`src/rtl/scan_chain_ctrl.sv`:
```
// Scan-chain initiator: shift a pattern in, capture, unload and compare; result is held until RSP_READY.
// Response appears 2*CHAIN_LEN+CAPTURE_CYC edges after acceptance; PAT_READY stays low until the response is taken.
module scan_chain_ctrl #(
  parameter int   CHAIN_LEN   = 8,
  parameter int   CAPTURE_CYC = 1,
  parameter logic FILL        = 1'b0,
  parameter int   CNT_W       = 8
) (
  input  logic                 CLK,
  input  logic                 RST,
  input  logic                 PAT_VALID,
  output logic                 PAT_READY,
  input  logic [CHAIN_LEN-1:0] PAT_DATA,
  input  logic [CHAIN_LEN-1:0] EXP_DATA,
  output logic                 SE,
  output logic                 SI,
  input  logic                 SO,
  output logic                 RSP_VALID,
  input  logic                 RSP_READY,
  output logic [CHAIN_LEN-1:0] RSP_DATA,
  output logic                 RSP_MISMATCH,
  output logic [CNT_W-1:0]     ERR_CNT,
  output logic                 BUSY
);

  localparam int CW = $clog2(CHAIN_LEN + 1);
  localparam int KW = $clog2(CAPTURE_CYC + 1);

  typedef enum logic [2:0] {IDLE, SHIFT, CAPTURE, UNLOAD, RESP} state_t;

  state_t               state;
  logic [CHAIN_LEN-2:0] pat_sr;
  logic [CHAIN_LEN-1:0] exp_q;
  logic [CW-1:0]        cnt;
  logic [KW-1:0]        cap_cnt;
  logic [CHAIN_LEN-1:0] rsp_next;

  // SO carries the flop nearest the chain end first, so it lands in the MSB after a full unload
  assign rsp_next  = {RSP_DATA[CHAIN_LEN-2:0], SO};
  assign PAT_READY = (state == IDLE);
  assign BUSY      = (state != IDLE);

  always_ff @(posedge CLK) begin
    if (RST) begin
      state        <= IDLE;
      SE           <= 1'b0;
      SI           <= 1'b0;
      RSP_VALID    <= 1'b0;
      RSP_DATA     <= '0;
      RSP_MISMATCH <= 1'b0;
      ERR_CNT      <= '0;
      cnt          <= '0;
      cap_cnt      <= '0;
      pat_sr       <= '0;
      exp_q        <= '0;
    end else begin
      case (state)
        IDLE: begin
          if (PAT_VALID) begin
            pat_sr <= PAT_DATA[CHAIN_LEN-2:0];
            exp_q  <= EXP_DATA;
            SE     <= 1'b1;
            SI     <= PAT_DATA[CHAIN_LEN-1];
            cnt    <= '0;
            state  <= SHIFT;
          end
        end
        SHIFT: begin
          SI     <= pat_sr[CHAIN_LEN-2];
          pat_sr <= pat_sr << 1;
          if (cnt == CW'(CHAIN_LEN - 1)) begin
            SE      <= 1'b0;
            cnt     <= '0;
            cap_cnt <= '0;
            state   <= CAPTURE;
          end else begin
            cnt <= cnt + 1'b1;
          end
        end
        CAPTURE: begin
          if (cap_cnt == KW'(CAPTURE_CYC - 1)) begin
            SE    <= 1'b1;
            SI    <= FILL;
            state <= UNLOAD;
          end else begin
            cap_cnt <= cap_cnt + 1'b1;
          end
        end
        UNLOAD: begin
          RSP_DATA <= rsp_next;
          if (cnt == CW'(CHAIN_LEN - 1)) begin
            SE           <= 1'b0;
            RSP_VALID    <= 1'b1;
            RSP_MISMATCH <= |(rsp_next ^ exp_q);
            cnt          <= '0;
            state        <= RESP;
          end else begin
            cnt <= cnt + 1'b1;
          end
        end
        RESP: begin
          if (RSP_READY) begin
            RSP_VALID <= 1'b0;
            // an X mismatch flag fails this test, so the counter holds
            if (RSP_MISMATCH && (ERR_CNT != '1))
              ERR_CNT <= ERR_CNT + 1'b1;
            state <= IDLE;
          end
        end
        default: state <= IDLE;
      endcase
    end
  end

endmodule

```
`config.mk`:
```
export PLATFORM = sky130hd
export DESIGN_NAME = scan_chain_ctrl
export DESIGN_NICKNAME = d
export VERILOG_FILES = /design/src/rtl/scan_chain_ctrl.sv
export SDC_FILE = /design/constraint.sdc
export NUM_CORES = 1
export LEC_CHECK = 0
export ABC_AREA = 1
export CAP_MARGIN = 5
export CORE_MARGIN = 2
export CORE_UTILIZATION = 46
export DETAILED_ROUTE_END_ITERATION = 12
export DONT_BUFFER_PORTS = 1
export HOLD_SLACK_MARGIN = 0.1
export PLACE_DENSITY = 0.69
export SYNTH_ARGS = -nofsm -noshare
export SYNTH_HDL_FRONTEND = slang
export SYNTH_SLANG_ARGS = --single-unit
```
`constraint.sdc`:
```
create_clock -name CLK -period 1.2 [get_ports CLK]
set_clock_uncertainty 0.05 [all_clocks]
set_input_delay 0.18 -clock CLK [delete_from_list [all_inputs] [get_ports CLK]]
set_output_delay 0.18 -clock CLK [all_outputs]
set_load 0.02 [all_outputs]
```
Word-level counts from Yosys, hierarchy flattened
Index checks and enable logic that the tools add are counted.
{"block": "classes", "addsub": 3, "n_mul": 0, "div": 0, "n_lt_le_gt_ge": 0, "n_eq_ne": 12, "shift": 0, "n_mux": 23, "bitwise_logic": 1, "reduce_logical": 21}
{"operator": "2-to-1 mux 3 bit", "n": 5}
{"operator": "case mux 3 bit (5 select lines)", "n": 1}
{"operator": "case mux 7 bit (2 select lines)", "n": 1}
{"operator": "!= test 2 bit (second input constant)", "n": 5}
{"operator": "AND reduction 2 bit", "n": 5}
{"operator": "AND reduction 3 bit", "n": 3}
{"operator": "nonzero test 3 bit", "n": 3}
{"operator": "adder 8 x 1 -> 8 bit (second input constant)", "n": 1}
{"operator": "2-to-1 mux 1 bit", "n": 8}
{"operator": "2-to-1 mux 4 bit", "n": 2}
{"operator": "!= test 8 bit (second input constant)", "n": 1}
{"operator": "case mux 4 bit (2 select lines)", "n": 1}
{"operator": "nonzero test 2 bit", "n": 4}
{"operator": "OR reduction 8 bit", "n": 1}
{"operator": "bitwise XOR 8 bit", "n": 1}
{"operator": "2-to-1 mux 7 bit", "n": 1}
{"operator": "== test 3 x 2 -> 1 bit (second input constant)", "n": 2}
{"operator": "case mux 1 bit (3 select lines)", "n": 2}
{"operator": "AND reduction 5 bit", "n": 1}
{"operator": "adder 4 x 1 -> 4 bit (second input constant)", "n": 1}
{"operator": "== test 4 x 3 -> 1 bit (second input constant)", "n": 1}
{"operator": "case mux 1 bit (2 select lines)", "n": 2}
{"operator": "AND reduction 4 bit", "n": 1}
{"operator": "== test 3 x 1 -> 1 bit (second input constant)", "n": 1}
{"operator": "6 further kinds", "n": 6}
{"block": "word_totals", "ff_bits": 43, "latch_bits": 0, "ramBits": 0, "mem_bits_ro": 0, "input_bits": 21, "out_inout_bits": 22, "word_cells": 71, "mem_count": 0}

Depth between registers and ports, before layout
{"block": "logic_depth", "ltp_word": 4, "ltp_mapped": 9, "ltp_nobuf": 9}

Least setup slack after synthesis
OpenSTA, ideal clock, no wires.
{"block": "synth_timing", "path_type": "register to register", "start": "reg ERR_CNT[1]", "end": "reg ERR_CNT[4]", "setup_ns": 0.132, "arrival_ns": 1.256, "required_ns": 1.018, "path_slack_ns": -0.239, "path_stages_with_launch": 9, "n_path_buf": 0, "synth_period_minus_slack_ns": 1.439, "path_cell_list": "dfxtp_1 ha_1 nand2_1 nor2_1 nand2_1 nand2_1 nor2_1 nand2_1 a21oi_1"}
{"block": "synth_via", "elab_chain_len": 3, "word_cells_on_any_way": 4, "cone_classes": "add/sub (1); eq/ne (1); reduce/logical (2)"}
{"item": "from (decl)", "line": "22", "source": "output logic [CNT_W-1:0] ERR_CNT,"}
{"item": "from (signal assigned)", "line": "106", "source": "ERR_CNT <= ERR_CNT + 1'b1;"}
{"item": "branches (longest 3 deep; another with adder 8 x 1 -> 8 bit)"}
Parallel ways; which one is timed is not known.
A chain may end at the register's enable or synchronous reset.

Worst setup path after layout
{"block": "layout_timing", "start": "reg state[2]", "end": "out PAT_READY"}
{"block": "layout_via", "elab_chain_len": 1}
{"item": "from (decl)", "line": "31", "source": "state_t state;"}
{"item": "from (signal assigned)", "line": "45", "source": "state <= IDLE;"}
{"item": "from (signal assigned)", "line": "65", "source": "state <= SHIFT;"}
{"item": "from (signal assigned)", "line": "75", "source": "state <= CAPTURE;"}
{"item": "logical NOT 3 bit", "line": "40", "source": "assign PAT_READY = (state == IDLE);"}
{"item": "to (decl)", "line": "12", "source": "output logic PAT_READY,"}
No other way between the ends.

==> qor.csv <==
stage,metric,value,unit
outcome,run_status,finished with violations,
outcome,failed_checks,setup timing,
place,dp_hpwl,3.292,mm
logic_synthesis,yosys-top-cells-area,"dfxtp_1 (43%), nand2_1 (17%), a21oi_1 (8.9%)",
logic_synthesis,syn_avg_cell_area,6.791,um2
final_layout,drive_gt1_frac,0.3276,
floorplan,fp.coreArea,4058,um2
floorplan,die_w,69.43,um
floorplan,floorplan.die_area,4821,um2
critical_path,reg2reg_setup_slack,-110,ps
cts,cts_buffers,5,
critical_path,cp_data_required_time,970,ps
global_routing,grt_use_total,0.2054,
timing,min_period,1324,ps
drt,drc_errors,0,
timing,setup-violations-final,22,
flow_run,drv_cap,0,
timing,fmax,0.7554,GHz
drt,drt_pre_antenna_iters,5,
global_routing,grt_start_max_net_pins,28,
cts,cts.root.buffer_cell,clkbuf_8,
drt,via_per_inst,5.157,
power_and_ir_drop,p_leak,0.001229,uW
critical_path,crit_buf_inv,2,
final_layout,final_common_cell,nand2_1,
critical_path,worstPathArrival,1090,ps
min_path,hp-class,in2reg,
cts,cts_max_level,2,
place,place_congestion,0.7804,
timing,setup_ws,-123.8,ps
logic_synthesis,synth_warnings,0,
final_layout,area_delta_synth_final,44.92,%
drt,drt-initial-drc-count,155,
drt,drt_wl_total,5.458,mm
logic_synthesis,synth.distinct_cells,22,
global_routing,grt_overflow,0,
final_layout,instances_no_fill,401,
final_layout,antennaDiodeCount,0,
logic_synthesis,synthCells,290,
drt,postRouteAntennaNets,0,
final_layout,layout_common_cells,"nand2_1 (77), buf_4 (35), dfxtp_1 (33)",
drt,routedWlPerCell,13.61,um
place,io_buffers,0,
critical_path,slowest_stage,dfxtp_4,
timing,slew_viol_final,0,
power_and_ir_drop,powerDensity,1140,nW/um2
timing,tightest_slew,500.9,ps
drt,vias,2068,
critical_path,crit_chain,"buf_4, nor2_4, buf_6",
critical_path,cp_top_family,flip-flops,
critical_path,endpoint_kind,output pin,
critical_path,cp_max_fo,7,
critical_path,critPathKind,reg2out,
logic_synthesis,synth_nets,313,
floorplan,initial_core_util,0.4854,
cts,clock_sinks,42,
min_path,hold_depth,4,
timing,rsz0062_at_grt,yes,
min_path,worstHoldEndpoint,pat_sr[4],
critical_path,startpoint_type,register,
final_layout,finish.net_count,373,
logic_synthesis,ys_seq_area_frac,0.4269,
timing,timing.hold.ws,78.37,ps
final_layout,final_area,2854,um2
timing,hold_viol,0,
place,placed_area,2352,um2
power_and_ir_drop,peakVddDrop,734.2,uV
place,dp_slack,-102.4,ps
floorplan,io-pin-count,43,
cts,insertion_delay,290,ps
global_routing,grt_first_pass_wirelength,8.093,mm
global_routing,grt_antenna_before_repair,0,
place,place_inst,371,
logic_synthesis,syn_area,1969,um2
critical_path,r2r-start,state[0],
critical_path,crit_path_max_incr_delay,390,ps
global_routing,grt_pass1_vias,1844,
logic_synthesis,yosys.area.top_type,dfxtp_1,
cts,tritoncts,built,
logic_synthesis,ys_ff_latch,42,
logic_synthesis,synth_top_cell_area_share,0.4269,
timing,fin_crit_sh,1.103,
timing,slew_headroom,0.6657,
floorplan,fp-row-count,23,
cts,cts_buffer_depth,2,
min_path,min_from,PAT_DATA[4],
cts,clk_pin_slew_worst_paths,70,ps
floorplan,die_height,69.43,um
critical_path,ff2ff_path_depth,7,
critical_path,timing.rr.end,pat_sr[6],
timing,final.setup.tns,-1432,ps
==> where the power goes <==
part	switching, uW	internal [uW]	leakage, uW
Sequential	63.2	1470	0.000347
Clock	464	464	0.0000482
Combinational	434	358	0.000834
==> area by class of cell <==
type,instances,area [um2]
Multi-Input combinational cell,208,1157
Timing Repair Buffer,60,556.8
Clock buffer,7,86.33
Clock inverter,1,5.005
Fill cell,319,1204
Tap cell,50,62.56
Sequential cell,42,862.1
Inverter,33,123.9
==> layer usage <==
layer,share of wire,global-route usage,up-vias
met3,0.057,0.04942,11
met5,0,0,-
met1,0.41,0.2557,961
met2,0.51,0.3504,65
met4,0.019,0.06318,0
li1,-,-,1031
==> worst register-to-register path: stages, from the launching register on <==
cell and delay [ps]:
dfxtp_4 370, buf_6 120, buf_6 100, nand3_4 110, clkbuf_16 190, o21ai_2 110
nand2_1 80, a21oi_2 120
==> kinds of logic (layout without fill, tap and decap cells) <==
logic type	after synthesis	count (layout)	synth area share
AO/OA/AOI/OAI	56	56	0.1442
XOR/XNOR	8	8	0.03557
adder cells (fa/ha/maj)	2	2	0.01270
buffers and inverters	40	101	0.08513
flip-flops	42	42	0.4269
AND/OR/NAND/NOR	142	142	0.2954
==> synth_stat cells <==
master / n
nand3_2: 2
nand2_1: 87
ha_1: 2
o21ai_0: 18
buf_2: 2
o21ai_1: 2
xor2_1: 4
o21ai_2: 1
dfxtp_1: 42
clkbuf_1: 2
inv_2: 2
nand4_1: 2
nand3_1: 8
a21oi_1: 35
xnor2_1: 4
buf_1: 1
nand2_2: 1
buf_6: 2
inv_1: 31
nor2_1: 39
nor2_4: 2
nand3b_1: 1
==> sequential cells by signal (all words and copies together) (netlist names) <==
signal and flops:
ERR_CNT 8, RSP_DATA 8, exp_q 8, pat_sr 7, cnt 4, state 3, RSP_MISMATCH 1, RSP_VALID 1
SE 1, SI 1
==> repair_timing <==
action                                  in CTS  in global routing
cloned                                       0                  1
buffers inserted                             5                  0
endpoints found under the hold margin       29                 26
hold buffers                                 3                 13
endpoints found under the setup margin      29                 43
resized for setup                           26                 36
pin swaps                                    4                  7
==> through the flow <==
step / utilization / total power (uW)
detailed placement: 0.5797 / 2102
CTS: 0.6327 / 3108
global route: 0.7034 / 3431
floorplan: - / 1930
global placement: 0.5797 / 2090
finish: 0.7034 / 3255
==> how the worst max path moves through the flow <==
stage | to | depth (start not counted) | start
after global placement | cnt[2] | 6 | state[2]
final | PAT_READY | 3 | state[2]
after global routing | pat_sr[3] | 7 | state[0]
after CTS | PAT_READY | 5 | state[0]
after floorplan | ERR_CNT[4] | 8 | ERR_CNT[1]
after detailed placement | cnt[2] | 6 | state[2]
No activity file was read; power rests on OpenSTA's default activity.
